### src/rtl/trap_irq_ctrl_if.sv
// Core-side bundle between decoder/PC logic and the trap/interrupt controller.
// Master is the core, slave is the controller.
interface trap_irq_ctrl_if #(
  parameter int NUM_IRQ    = 4,
  parameter int NEST_DEPTH = 3,
  parameter int XLEN       = 32
);
  localparam int LW = $clog2(NUM_IRQ + 2);
  localparam int DW = $clog2(NEST_DEPTH + 1);

  logic               instr_valid;
  logic [NUM_IRQ-1:0] irq_req;
  logic               ecall;
  logic               uret;
  logic               csrsi;
  logic               csrci;
  logic [XLEN-1:0]    pc_cur;
  logic [XLEN-1:0]    pc_next;

  logic               trap_take;
  logic [XLEN-1:0]    trap_pc;
  logic [LW-1:0]      trap_id;
  logic               ret_take;
  logic [XLEN-1:0]    ret_pc;
  logic               mie;
  logic [NUM_IRQ-1:0] pending;
  logic [DW-1:0]      depth;
  logic [LW-1:0]      active_level;
  logic               err_ovf;
  logic               err_udf;

  modport master (
    output instr_valid, irq_req, ecall, uret, csrsi, csrci, pc_cur, pc_next,
    input  trap_take, trap_pc, trap_id, ret_take, ret_pc, mie, pending,
           depth, active_level, err_ovf, err_udf
  );

  modport slave (
    input  instr_valid, irq_req, ecall, uret, csrsi, csrci, pc_cur, pc_next,
    output trap_take, trap_pc, trap_id, ret_take, ret_pc, mie, pending,
           depth, active_level, err_ovf, err_udf
  );
endinterface

### src/rtl/trap_irq_ctrl.sv
// Fixed-priority trap/interrupt controller with a nested return-address stack.
// Latency: redirects combinational in the retiring cycle; state updates on the next edge.
// Backpressure: instr_valid=0 stalls all redirects and stack/mie changes; requests keep latching.
module trap_irq_ctrl #(
  parameter int              NUM_IRQ    = 4,
  parameter int              NEST_DEPTH = 3,
  parameter int              XLEN       = 32,
  parameter logic [XLEN-1:0] VEC_BASE   = 'h0000_0100,
  parameter logic [XLEN-1:0] ECALL_VEC  = 'h0000_0080
) (
  input logic            clk,
  input logic            rst,
  trap_irq_ctrl_if.slave bus
);
  localparam int LW = $clog2(NUM_IRQ + 2);
  localparam int DW = $clog2(NEST_DEPTH + 1);
  localparam logic [LW-1:0] ECALL_LVL = LW'(NUM_IRQ + 1);

  logic [NUM_IRQ-1:0] irq_q;
  logic [NUM_IRQ-1:0] pending;
  logic               mie;
  logic [DW-1:0]      depth;
  logic               err_ovf;
  logic               err_udf;
  logic [XLEN-1:0]    stk_pc  [NEST_DEPTH];
  logic [LW-1:0]      stk_lvl [NEST_DEPTH];

  logic               full;
  logic               empty;
  logic [DW-1:0]      top_idx;
  logic [LW-1:0]      active_level;
  logic [LW-1:0]      cand;
  logic [LW-1:0]      cand_lvl;
  logic               ecall_ok;
  logic               uret_ok;
  logic               irq_ok;
  logic               ovf_evt;
  logic               udf_evt;
  logic [NUM_IRQ-1:0] pend_clr;

  assign full         = (depth == DW'(NEST_DEPTH));
  assign empty        = (depth == '0);
  assign top_idx      = empty ? '0 : depth - DW'(1);
  assign active_level = empty ? '0 : stk_lvl[top_idx];

  always_comb begin
    cand = '0;
    for (int i = 0; i < NUM_IRQ; i++) begin
      if (pending[i]) cand = LW'(i);
    end
  end
  assign cand_lvl = cand + LW'(1);

  // ecall beats uret beats interrupts; a deferred interrupt simply stays pending.
  assign ecall_ok = bus.instr_valid && bus.ecall && !full;
  assign uret_ok  = bus.instr_valid && bus.uret && !bus.ecall && !empty;
  assign irq_ok   = bus.instr_valid && mie && (|pending) && (cand_lvl > active_level)
                    && !full && !bus.ecall && !bus.uret;
  assign ovf_evt  = bus.instr_valid && bus.ecall && full;
  assign udf_evt  = bus.instr_valid && bus.uret && !bus.ecall && empty;
  assign pend_clr = irq_ok ? (NUM_IRQ'(1) << cand) : '0;

  assign bus.trap_take    = ecall_ok || irq_ok;
  assign bus.trap_pc      = ecall_ok ? ECALL_VEC :
                            irq_ok   ? VEC_BASE + (XLEN'(cand) << 2) : '0;
  assign bus.trap_id      = ecall_ok ? ECALL_LVL : irq_ok ? cand_lvl : '0;
  assign bus.ret_take     = uret_ok;
  assign bus.ret_pc       = uret_ok ? stk_pc[top_idx] : '0;
  assign bus.mie          = mie;
  assign bus.pending      = pending;
  assign bus.depth        = depth;
  assign bus.active_level = active_level;
  assign bus.err_ovf      = err_ovf;
  assign bus.err_udf      = err_udf;

  always_ff @(posedge clk) begin
    if (rst) begin
      irq_q   <= bus.irq_req;
      pending <= '0;
      mie     <= 1'b0;
      depth   <= '0;
      err_ovf <= 1'b0;
      err_udf <= 1'b0;
    end else begin
      irq_q   <= bus.irq_req;
      pending <= (pending & ~pend_clr) | (bus.irq_req & ~irq_q);
      if (bus.instr_valid) begin
        if (bus.csrci)      mie <= 1'b0;
        else if (bus.csrsi) mie <= 1'b1;
      end
      if (ecall_ok || irq_ok) depth <= depth + DW'(1);
      else if (uret_ok)       depth <= depth - DW'(1);
      if (ovf_evt) err_ovf <= 1'b1;
      if (udf_evt) err_udf <= 1'b1;
    end
  end

  // Frame storage needs no reset: depth alone says which entries are live.
  always_ff @(posedge clk) begin
    if (!rst && ecall_ok) begin
      stk_pc[depth]  <= bus.pc_cur + XLEN'(4);
      stk_lvl[depth] <= ECALL_LVL;
    end else if (!rst && irq_ok) begin
      stk_pc[depth]  <= bus.pc_next;
      stk_lvl[depth] <= cand_lvl;
    end
  end
endmodule

### src/flat_wrapper.sv
// flat-port wrapper written by rule: the top's interface ports become plain ports
module trap_irq_ctrl_flat 
#(
  parameter int              NUM_IRQ    = 4,
  parameter int              NEST_DEPTH = 3,
  parameter int              XLEN       = 32,
  parameter logic [XLEN-1:0] VEC_BASE   = 'h0000_0100,
  parameter logic [XLEN-1:0] ECALL_VEC  = 'h0000_0080
)
  (clk, rst, bus_instr_valid, bus_irq_req, bus_ecall, bus_uret, bus_csrsi, bus_csrci, bus_pc_cur, bus_pc_next, bus_trap_take, bus_trap_pc, bus_trap_id, bus_ret_take, bus_ret_pc, bus_mie, bus_pending, bus_depth, bus_active_level, bus_err_ovf, bus_err_udf);
  trap_irq_ctrl_if #(.NUM_IRQ(NUM_IRQ), .NEST_DEPTH(NEST_DEPTH), .XLEN(XLEN)) bus_i ();
  input logic clk;
  input logic rst;
  input wire logic [$bits(bus_i.instr_valid)-1:0] bus_instr_valid;
  input wire logic [$bits(bus_i.irq_req)-1:0] bus_irq_req;
  input wire logic [$bits(bus_i.ecall)-1:0] bus_ecall;
  input wire logic [$bits(bus_i.uret)-1:0] bus_uret;
  input wire logic [$bits(bus_i.csrsi)-1:0] bus_csrsi;
  input wire logic [$bits(bus_i.csrci)-1:0] bus_csrci;
  input wire logic [$bits(bus_i.pc_cur)-1:0] bus_pc_cur;
  input wire logic [$bits(bus_i.pc_next)-1:0] bus_pc_next;
  output wire logic [$bits(bus_i.trap_take)-1:0] bus_trap_take;
  output wire logic [$bits(bus_i.trap_pc)-1:0] bus_trap_pc;
  output wire logic [$bits(bus_i.trap_id)-1:0] bus_trap_id;
  output wire logic [$bits(bus_i.ret_take)-1:0] bus_ret_take;
  output wire logic [$bits(bus_i.ret_pc)-1:0] bus_ret_pc;
  output wire logic [$bits(bus_i.mie)-1:0] bus_mie;
  output wire logic [$bits(bus_i.pending)-1:0] bus_pending;
  output wire logic [$bits(bus_i.depth)-1:0] bus_depth;
  output wire logic [$bits(bus_i.active_level)-1:0] bus_active_level;
  output wire logic [$bits(bus_i.err_ovf)-1:0] bus_err_ovf;
  output wire logic [$bits(bus_i.err_udf)-1:0] bus_err_udf;
  assign bus_i.instr_valid = bus_instr_valid;
  assign bus_i.irq_req = bus_irq_req;
  assign bus_i.ecall = bus_ecall;
  assign bus_i.uret = bus_uret;
  assign bus_i.csrsi = bus_csrsi;
  assign bus_i.csrci = bus_csrci;
  assign bus_i.pc_cur = bus_pc_cur;
  assign bus_i.pc_next = bus_pc_next;
  assign bus_trap_take = bus_i.trap_take;
  assign bus_trap_pc = bus_i.trap_pc;
  assign bus_trap_id = bus_i.trap_id;
  assign bus_ret_take = bus_i.ret_take;
  assign bus_ret_pc = bus_i.ret_pc;
  assign bus_mie = bus_i.mie;
  assign bus_pending = bus_i.pending;
  assign bus_depth = bus_i.depth;
  assign bus_active_level = bus_i.active_level;
  assign bus_err_ovf = bus_i.err_ovf;
  assign bus_err_udf = bus_i.err_udf;
  trap_irq_ctrl #(.NUM_IRQ(NUM_IRQ), .NEST_DEPTH(NEST_DEPTH), .XLEN(XLEN), .VEC_BASE(VEC_BASE), .ECALL_VEC(ECALL_VEC)) u_core (.clk(clk), .rst(rst), .bus(bus_i));
endmodule
### config.mk
export PLATFORM = sky130hd
export DESIGN_NAME = trap_irq_ctrl_flat
export DESIGN_NICKNAME = d
export VERILOG_FILES = /design/src/rtl/trap_irq_ctrl_if.sv /design/src/rtl/trap_irq_ctrl.sv /design/src/flat_wrapper.sv
export SDC_FILE = /design/constraint.sdc
export NUM_CORES = 1
export LEC_CHECK = 0
export BUFFER_PORTS_ARGS = -buffer_cell sky130_fd_sc_hd__buf_2
export CAP_MARGIN = 20
export CORE_MARGIN = 4
export CORE_UTILIZATION = 45
export CTS_BUF_LIST = sky130_fd_sc_hd__clkbuf_16
export CTS_CLUSTER_SIZE = 24
export DETAILED_ROUTE_END_ITERATION = 6
export PLACE_DENSITY_LB_ADDON = 0.3
export SKIP_CTS_REPAIR_TIMING = 1
export SYNTH_ARGS = -nofsm -noshare
export SYNTH_HDL_FRONTEND = slang
export SYNTH_SLANG_ARGS = --single-unit
### constraint.sdc
create_clock -name clk -period 3.9 [get_ports clk]
set_input_delay 0.195 -clock clk [delete_from_list [all_inputs] [get_ports clk]]
set_output_delay 0.195 -clock clk [all_outputs]
set_load 0.01 [all_outputs]
==> impl_metrics.env, run 1 <==
export IMPL_finalMaxSlewViolations=0
export IMPL_worstSetupStartpointType="flip-flop"
export IMPL_grt_pass1_vias=4208
export IMPL_synth_area_leader_cell="edfxtp_1"
export IMPL_synth_warnings=0
export IMPL_firstDrtPassIters=5
export IMPL_p_leak_nw=2.926
export IMPL_power_density_mw_per_mm2=451.7
export IMPL_syn_instance_count=535
export IMPL_synth_cell_types=50
export IMPL_ir_drop_uv=339.2
export IMPL_cts_root_buf="clkbuf_16"
export IMPL_avgSynthCellArea_um2=11.26
export IMPL_initial_core_util=0.4567
export IMPL_synth_area_leaders="edfxtp_1 52%, nor2_1 6.4%, a21oi_1 5.6%"
export IMPL_ff_latch_area_mm2=0.003413
export IMPL_max_freq_ghz=0.2754
export IMPL_worstPathCellList="ha_2 -> a211oi_1 -> a211o_1 -> ha_1 -> and3_1 -> nor4_2 -> nand2_1 -> a21oi_1 -> and2_2 -> buf_12"
export IMPL_vias=4352
export IMPL_cts_htree_levels=4
export IMPL_core_area_mm2=0.01319
export IMPL_slew_headroom=0.5648
export IMPL_dieArea_mm2=0.01530
export IMPL_rr_worst_depth=10
export IMPL_crit_start="u_core.bus.depth[0]"
export IMPL_setup_tns_ns=0
export IMPL_hold_path_class="in -> reg"
export IMPL_drv_cap=0
export IMPL_final_cell_mix="127 x buf_2, 105 x edfxtp_1, 102 x nor2_1"
export IMPL_worstPathMaxFanout=28
export IMPL_wirelength_um=13830
export IMPL_whs_ns=0.05914
export IMPL_syn_area_mm2=0.006025
export IMPL_drc=0
export IMPL_antenna_left=0
export IMPL_synth_edf_count=105
export IMPL_numCtsBuffers=17
export IMPL_die_w_um=123.7
export IMPL_max_stage_delay_ns=0.57
export IMPL_grt_usage=0.1848
export IMPL_fp_dieH_um=123.7
export IMPL_synth_seq_area_share=0.5666
export IMPL_multiInputGateArea_mm2=0.002293
export IMPL_hold_viol_final=0
export IMPL_drtIter0Drc=331
export IMPL_hpwlAfterDp_um=9631
export IMPL_drive_gt1_frac=0.2950
export IMPL_worst_slew_pin_slew_ns=0.6529
export IMPL_r2r_end="u_core.stk_pc[2][28]"
export IMPL_rsz0062_at_grt="false"
export IMPL_place_congestion=0.8091
export IMPL_syn_to_final_growth_pct=23.32
export IMPL_fin_nets=748
export IMPL_r2r_setup_slack_ns=0.27
export IMPL_ys_flop_type="edfxtp_1"
export IMPL_slowest_stage="ha_2"
export IMPL_cts_sinks=118
export IMPL_grt_overflow=0
export IMPL_status="finished, final reports clean"
export IMPL_reg2reg_from="u_core.bus.depth[0]"
export IMPL_grt_first_pass_wirelength_um=21380
export IMPL_final_cells=854
export IMPL_antenna_found_initial=0
export IMPL_grt_max_degree=62
export IMPL_clockBufferDepth=2
export IMPL_io_pins=156
export IMPL_fin_skew_ns=0.008165
export IMPL_std_cell_rows=42
export IMPL_final_common_cell="buf_2"
export IMPL_fillers=1118
export IMPL_path_clk_slew_ns=0.05
export IMPL_ys_async_sr_fraction=0
export IMPL_avgRoutedWirePerCell_um=16.19
export IMPL_cts_tree="done"
export IMPL_cp_required_ns=4.02
export IMPL_dp_cells=817
export IMPL_fin_crit_sh=0.9310
export IMPL_setup_viol_count_final=0
export IMPL_clk_insertion_delay_late_ns=0.41
export IMPL_synth_top_area_share=0.5234
export IMPL_num_antenna_cells=0
export IMPL_critPathCapture="u_core.stk_pc[2][28]"
export IMPL_ys_ff_latch=118
export IMPL_arrival_ns=3.75
export IMPL_endpoint_kind="flip-flop"
export IMPL_period_needed_ns=3.631
export IMPL_avgViaCountPerCell=5.096
export IMPL_port_buffers=127
export IMPL_path_class="reg -> reg"
## power breakdown
part | internal [mW] | total, mW | switching, mW
Clock | 1.07 | 1.63 | 0.560
Sequential | 1.41 | 1.42 | 0.0133
Combinational | 0.123 | 0.302 | 0.179
## Yosys cell counts, types with 7 or more instances
master	number
a21oi_1	67
buf_2	9
buf_4	29
clkbuf_1	15
dfxtp_1	13
edfxtp_1	105
ha_1	8
inv_1	15
mux2i_1	33
nand2_1	10
nand3_1	11
nand4_1	7
nor2_1	102
nor3_1	9
nor4_2	7
xnor2_1	23
## kinds of logic (layout without fill, tap and decap cells)
| group | after synthesis | count (layout) | share of synthesized area |
|---|---|---|---|
| flops | 118 | 118 | 0.5666 |
| simple gates | 184 | 184 | 0.1630 |
| xor+xnor | 27 | 27 | 0.03925 |
| mux | 38 | 38 | 0.06542 |
| other cells | 1 | 28 | 0.0006225 |
| buf+inv | 74 | 190 | 0.07103 |
| compound gates | 85 | 85 | 0.07746 |
| fa+ha+maj | 8 | 8 | 0.01662 |
## cell type report
type	instances	area share
Tap cell	176	0.02964
Inverter	15	0.007578
Timing Repair Buffer	143	0.1101
Multi-Input combinational cell	370	0.3087
Clock inverter	15	0.02728
Sequential cell	118	0.4594
Clock buffer	17	0.05726
## worst min path at each step
| stage | from | to | slack (ns) | cells after the start |
|---|---|---|---|---|
| 4_1_cts | bus_irq_req[3] | u_core.irq_q[3] | -0.11 | 1 |
| 5_1_grt | bus_instr_valid | u_core.bus.mie | 0.07 | 2 |
| 6_report | bus_instr_valid | u_core.bus.mie | 0.06 | 2 |
| 3_5_place_dp | bus_irq_req[3] | u_core.irq_q[3] | 0.31 | 1 |
| 3_3_place_gp | bus_irq_req[3] | u_core.irq_q[3] | 0.31 | 1 |
| 2_1_floorplan | bus_irq_req[0] | u_core.irq_q[0] | 0.22 | 0 |
## sequential cells by signal, summed over array words and instances (netlist names)
name and flops:
u_core.bus.depth 2, u_core.bus.err_ovf 1, u_core.bus.err_udf 1, u_core.bus.mie 1, u_core.bus.pending 4, u_core.irq_q 4, u_core.stk_lvl 9, u_core.stk_pc 96
## worst max-delay path, delay by kind of cell, from the launching register on
family | cells | cell delay, ns
and+or+nand+nor | 4 | 1.15
adders and majority gates | 2 | 0.89
AOI/OAI and AO/OA | 3 | 0.68
DFF | 1 | 0.43
buffers and inverters | 1 | 0.20
## layer usage
metal  vias to the layer above  routed length (um)  global-route usage
met1                      2035                5740              0.2299
met4                         0                 201             0.06574
met3                        16                1086             0.04269
met5                         -                   0                   0
li1                       2125                   -                   -
met2                       176                6799              0.3156
## metrics by stage
| step | total power, mW | utilization | cell area, um^2 | setup WS (ns) |
|---|---|---|---|---|
| CTS | 3.369 | 0.5595 | 7380 | 0.2844 |
| floorplan | 1.642 | - | 6130 | 0.2661 |
| global route | 3.476 | 0.5633 | 7430 | 0.04381 |
| global placement | 1.736 | 0.5119 | 6751 | 0.4837 |
| detailed placement | 1.745 | 0.5119 | 6751 | 0.3320 |
| finish | 3.356 | 0.5633 | 7430 | 0.2691 |
Power figures use the tool's default switching activity.
==> run 2: changes to the inputs <==
CORE_ASPECT_RATIO = 1.75   (was not set)
==> run 2 against run 1 <==
  * Combinational power decreased by 2%
  * Non-clock buffer count decreased by 2
  * Worst hold slack improved by 0.0042 ns
  * Sequential power about the same
  * Sequential cell count unchanged
  * Total power decreased by 8.1%
  * First-iteration DRC count decreased by 29%
  * Fmax increased by 4.1%
  * Worst setup slack improved by 0.14 ns
  * Register-to-register slack improved by 0.21 ns
==> impl_metrics.env, run 2 (synthesized netlist as in run 1, its figures left out) <==
export IMPL_status="finished, final reports clean"
export IMPL_dieArea_mm2=0.01538
export IMPL_fp_dieH_um=161.1
export IMPL_slowest_stage="dfxtp_1"
export IMPL_finalPower_mw=3.083
export IMPL_hold_path_class="in -> reg"
export IMPL_drc=0
export IMPL_pwr_share_seq=0.462
export IMPL_worstSetupStartpointType="flip-flop"
export IMPL_period_needed_ns=3.487
export IMPL_internal_power_mw=2.380
export IMPL_firstDrtPassIters=5
export IMPL_grt_overflow=0
export IMPL_worstPathMaxFanout=14
export IMPL_ff_latch_area_mm2=0.003413
export IMPL_reg_top3="u_core.stk_pc (96), u_core.stk_lvl (9)"
export IMPL_cp_required_ns=3.70
export IMPL_place_congestion=0.8591
export IMPL_vias=4396
export IMPL_grt_usage=0.1805
export IMPL_final_common_cell="buf_2"
export IMPL_cts_tree="done"
export IMPL_wirelength_um=13860
export IMPL_antenna_left=0
export IMPL_p_leak_nw=2.864
export IMPL_syn_to_final_growth_pct=21.00
export IMPL_cts_sinks=118
export IMPL_io_pins=156
export IMPL_drive_gt1_frac=0.2844
export IMPL_power_density_mw_per_mm2=422.9
export IMPL_gr_usage_met2=0.3289
export IMPL_fin_nets=746
export IMPL_grt_first_pass_wirelength_um=21020
export IMPL_clkPwrFrac=0.442
export IMPL_path_clk_slew_ns=0.05
export IMPL_worstPathCellList="inv_1 -> ha_2 -> nor2b_1 -> a211oi_1 -> a211o_1 -> ha_1 -> and3_1 -> nor4_2 -> nand2_1 -> buf_4 -> o21ai_0 -> buf_2"
export IMPL_initial_core_util=0.4632
export IMPL_final_cell_mix="127 x buf_2, 105 x edfxtp_1, 102 x nor2_1"
export IMPL_setup_viol_count_final=0
export IMPL_worst_slew_pin_slew_ns=0.6402
export IMPL_num_antenna_cells=0
export IMPL_numCtsBuffers=17
export IMPL_fin_skew_ns=0.01175
export IMPL_hpwlAfterDp_um=9686
export IMPL_clockBufferDepth=2
export IMPL_p_comb_frac=0.096
export IMPL_clk_insertion_delay_late_ns=0.41
export IMPL_setup_tns_ns=0
export IMPL_die_w_um=95.47
export IMPL_ir_drop_uv=270.1
export IMPL_port_buffers=127
export IMPL_drv_cap=0
export IMPL_hold_viol_final=0
export IMPL_drtIter0Drc=236
export IMPL_largest_reg_flops=96
export IMPL_core_area_mm2=0.01301
export IMPL_avgViaCountPerCell=5.196
export IMPL_fin_crit_sh=0.8941
export IMPL_slew_headroom=0.5732
export IMPL_grt_pass1_vias=4306
export IMPL_grt_max_degree=62
export IMPL_switching_share=0.2279
export IMPL_max_freq_ghz=0.2868
export IMPL_gr_usage_met1=0.1897
export IMPL_path_class="reg -> out"
export IMPL_grtUsageMet3=0.05033
export IMPL_cts_htree_levels=4
export IMPL_arrival_ns=3.29
export IMPL_whs_ns=0.06337
export IMPL_rsz0062_at_grt="false"
export IMPL_grt_busiest_layer="met2"
export IMPL_power_switching_mw=0.7026
export IMPL_cts_root_buf="clkbuf_16"
export IMPL_endpoint_kind="output port"
export IMPL_max_stage_delay_ns=0.41
export IMPL_multiInputGateArea_mm2=0.002293
export IMPL_fillers=1117
export IMPL_finalMaxSlewViolations=0
export IMPL_std_cell_rows=55
export IMPL_antenna_found_initial=0
export IMPL_utilization=0.5605
export IMPL_regMostFlops="u_core.stk_pc"
export IMPL_avgRoutedWirePerCell_um=16.39
==> run 2: changes by cell type in the layout (fill, tap and decap cells not counted), sizes merged <==
cell / previous run / this run
inv: 19 / 17
buf: 138 / 136
clkinvlp: 3 / 4
bufinv: 4 / 1
clkinv: 4 / 7
==> run 2: routing by layer <==
layer  share of wire  vias to the layer above
met5               0                        -
li1                -                     2115
met2            0.53                      171
met1            0.37                     2088
met3           0.074                       22
met4           0.022                        0
==> run 2: through the flow <==
| stage | std cells | instance area [um^2] | setup WS [ns] |
|---|---|---|---|
| global placement | 810 | 6718 | 0.7376 |
| detailed placement | 810 | 6718 | 0.5187 |
| finish | 846 | 7289 | 0.4131 |
| floorplan | 562 | 6130 | 0.2661 |
| global route | 846 | 7289 | 0.2339 |
| CTS | 841 | 7239 | 0.4138 |
==> run 2: worst max-delay path, delay by kind of cell (launching register included) <==
kind / cells / cell delay (ns)
simple gates: 4 / 0.85
compound gates: 3 / 0.58
flops: 1 / 0.41
buf+inv: 3 / 0.46
fa+ha+maj: 2 / 0.59
==> run 2: worst paths after layout <==
| kind | startpoint | endpoint | slack (ns) | cells past startpoint |
|---|---|---|---|---|
| min | bus_instr_valid | u_core.bus.mie | 0.06 | 2 |
| max | u_core.bus.depth[0] | bus_trap_id[0] | 0.41 | 12 |
| max reg2reg | u_core.bus.depth[0] | u_core.stk_pc[2][5] | 0.48 | 12 |
| min reg2reg | u_core.bus.err_ovf | u_core.bus.err_ovf | 0.47 | 2 |
==> run 2: power groups by stage <==
stage / clock network (mW) / logic (mW) / registers, mW
CTS: 1.38 / 0.294 / 1.42
detailed placement: 0 / 0.292 / 1.45
floorplan: 0 / 0.197 / 1.45
finish: 1.36 / 0.297 / 1.42
global route: 1.44 / 0.327 / 1.42
global placement: 0 / 0.285 / 1.45
==> run 2: final cells by class <==
cell class,instances,area share
multi-input cells,370,0.3146
clock inverters,14,0.01322
inverters,15,0.007724
clock buffers,17,0.05836
repair buffers,141,0.1085
well taps,171,0.02935
flip-flops and latches,118,0.4682
==> run 3: changes to the inputs <==
RECOVER_POWER = 100   (was not set)
==> run 3 against run 2 <==
  * Non-clock buffer count did not move
  * Die area stayed put
  * Final cell count stayed put
  * Wire length increased by 0.44%
  * Combinational power fell by 2%
  * Highest routed layer unchanged
==> impl_metrics.env, run 3 (synthesized netlist as in run 1, its figures left out) <==
export IMPL_clkPwrFrac=0.442
export IMPL_worstPathMaxFanout=14
export IMPL_avgViaCountPerCell=5.190
export IMPL_io_pins=156
export IMPL_dp_cells=810
export IMPL_layout_setup_ws_ns=0.2950
export IMPL_whs_ns=0.06208
export IMPL_hold_path_class="in -> reg"
export IMPL_min_to="u_core.bus.mie"
export IMPL_clk_insertion_delay_late_ns=0.40
export IMPL_internal_power_mw=2.374
export IMPL_holdPathStages=2
export IMPL_initial_core_util=0.4632
export IMPL_fillers=1152
export IMPL_drtIter0Drc=233
export IMPL_rr_worst_depth=11
export IMPL_p_leak_nw=2.639
export IMPL_firstDrtPassIters=7
export IMPL_r2r_setup_slack_ns=0.30
export IMPL_utilization=0.5537
export IMPL_reg2reg_from="u_core.bus.depth[0]"
export IMPL_cts_sinks=118
export IMPL_grt_max_degree=62
export IMPL_die_w_um=95.47
export IMPL_antenna_found_initial=0
export IMPL_num_antenna_cells=0
export IMPL_avgRoutedWirePerCell_um=16.46
export IMPL_cts_htree_levels=4
export IMPL_p_comb_frac=0.095
export IMPL_r2r_end="u_core.stk_pc[0][16]"
export IMPL_ff_latch_area_mm2=0.003413
export IMPL_fin_skew_ns=0.007400
export IMPL_wirelength_um=13920
export IMPL_cts_tree="done"
export IMPL_grt_overflow=0
export IMPL_vias=4391
export IMPL_largest_reg_flops=96
export IMPL_slew_headroom=0.2509
export IMPL_grt_usage=0.1805
export IMPL_status="finished, final reports clean"
export IMPL_finalMaxSlewViolations=0
export IMPL_arrival_ns=3.41
export IMPL_hold_viol_final=0
export IMPL_grt_first_pass_wirelength_um=21020
export IMPL_dieArea_mm2=0.01538
export IMPL_pwr_share_seq=0.463
export IMPL_worstSetupStartpointType="flip-flop"
export IMPL_worstHoldStart="bus_instr_valid"
export IMPL_reg_top3="u_core.stk_pc (96), u_core.stk_lvl (9)"
export IMPL_preCtsSetupSlack_ns=0.5187
export IMPL_hpwlAfterDp_um=9686
export IMPL_core_area_mm2=0.01301
export IMPL_final_cells=846
export IMPL_period_needed_ns=3.605
export IMPL_fin_crit_sh=0.9244
export IMPL_drc=0
export IMPL_setup_tns_ns=0
export IMPL_grt_pass1_vias=4306
export IMPL_final_common_cell="edfxtp_1"
export IMPL_power_density_mw_per_mm2=426.9
export IMPL_power_switching_mw=0.7003
export IMPL_syn_to_final_growth_pct=19.54
export IMPL_cp_required_ns=3.70
export IMPL_ir_drop_uv=269.7
export IMPL_multiInputGateArea_mm2=0.002281
export IMPL_port_buffers=127
export IMPL_fin_nets=746
export IMPL_antenna_left=0
export IMPL_switching_share=0.2278
export IMPL_numCtsBuffers=17
export IMPL_cts_root_buf="clkbuf_16"
export IMPL_drive_gt1_frac=0.1970
export IMPL_regMostFlops="u_core.stk_pc"
export IMPL_fp_dieH_um=161.1
export IMPL_place_congestion=0.8591
export IMPL_setup_viol_count_final=0
export IMPL_endpoint_kind="output port"
export IMPL_max_freq_ghz=0.2774
export IMPL_path_clk_slew_ns=0.05
export IMPL_rsz0062_at_grt="false"
export IMPL_final_cell_mix="105 x edfxtp_1, 102 x nor2_1, 76 x buf_2"
export IMPL_worst_slew_pin_slew_ns=1.124
export IMPL_path_class="reg -> out"
export IMPL_std_cell_rows=55
export IMPL_drv_cap=0
export IMPL_clockBufferDepth=2
[run 3: through the flow]
step / instance area, um^2 / power, mW
after global routing: 7202 / 3.187
after global placement: 6718 / 1.731
after detailed placement: 6718 / 1.740
final: 7202 / 3.075
after floorplan: 6130 / 1.642
after CTS: 7239 / 3.100
[run 3: cell type report]
type                            count  area share
Multi-Input combinational cell    370      0.3167
Sequential cell                   118      0.4739
Tap cell                          171     0.02971
Clock inverter                     14     0.01338
Timing Repair Buffer              141     0.09937
Clock buffer                       17     0.05907
Inverter                           15    0.007818
[run 3: per-layer routing]
| layer | vias up | routed length, um | track usage |
|---|---|---|---|
| li1 | 2112 | - | - |
| met5 | - | 0 | 0 |
| met2 | 152 | 7407 | 0.3289 |
| met4 | 0 | 286 | 0.07448 |
| met1 | 2106 | 5255 | 0.1897 |
| met3 | 21 | 975 | 0.05033 |
[run 3: critical path: stages (launching register included)]
cell      delay, ns
dfxtp_1        0.42
inv_1          0.09
ha_1           0.31
nor2b_1        0.20
a211oi_1       0.08
a211o_1        0.32
ha_1           0.33
and3_1         0.17
nor4_2         0.36
nand2_1        0.15
buf_4          0.21
o21ai_0        0.20
buf_2          0.17
[run 3: power groups by stage]
stage / Clock [mW] / Sequential [mW] / Combinational [mW]
floorplan: 0 / 1.45 / 0.197
global placement: 0 / 1.45 / 0.285
detailed placement: 0 / 1.45 / 0.292
CTS: 1.38 / 1.42 / 0.294
global route: 1.44 / 1.42 / 0.322
finish: 1.36 / 1.42 / 0.291
[run 3: how the worst max path moves through the flow]
| stage | startpoint | to | slack [ns] | cells after the start |
|---|---|---|---|---|
| 5_1_grt | u_core.bus.depth[0] | u_core.stk_pc[0][16] | 0.13 | 11 |
| 3_3_place_gp | u_core.bus.depth[0] | u_core.stk_pc[2][7] | 0.74 | 12 |
| 6_report | u_core.bus.depth[0] | bus_trap_id[0] | 0.30 | 12 |
| 4_1_cts | u_core.bus.depth[0] | bus_trap_id[0] | 0.41 | 12 |
| 2_1_floorplan | u_core.bus.depth[0] | u_core.stk_lvl[0][0] | 0.27 | 14 |
| 3_5_place_dp | u_core.bus.depth[0] | u_core.stk_pc[2][13] | 0.52 | 12 |
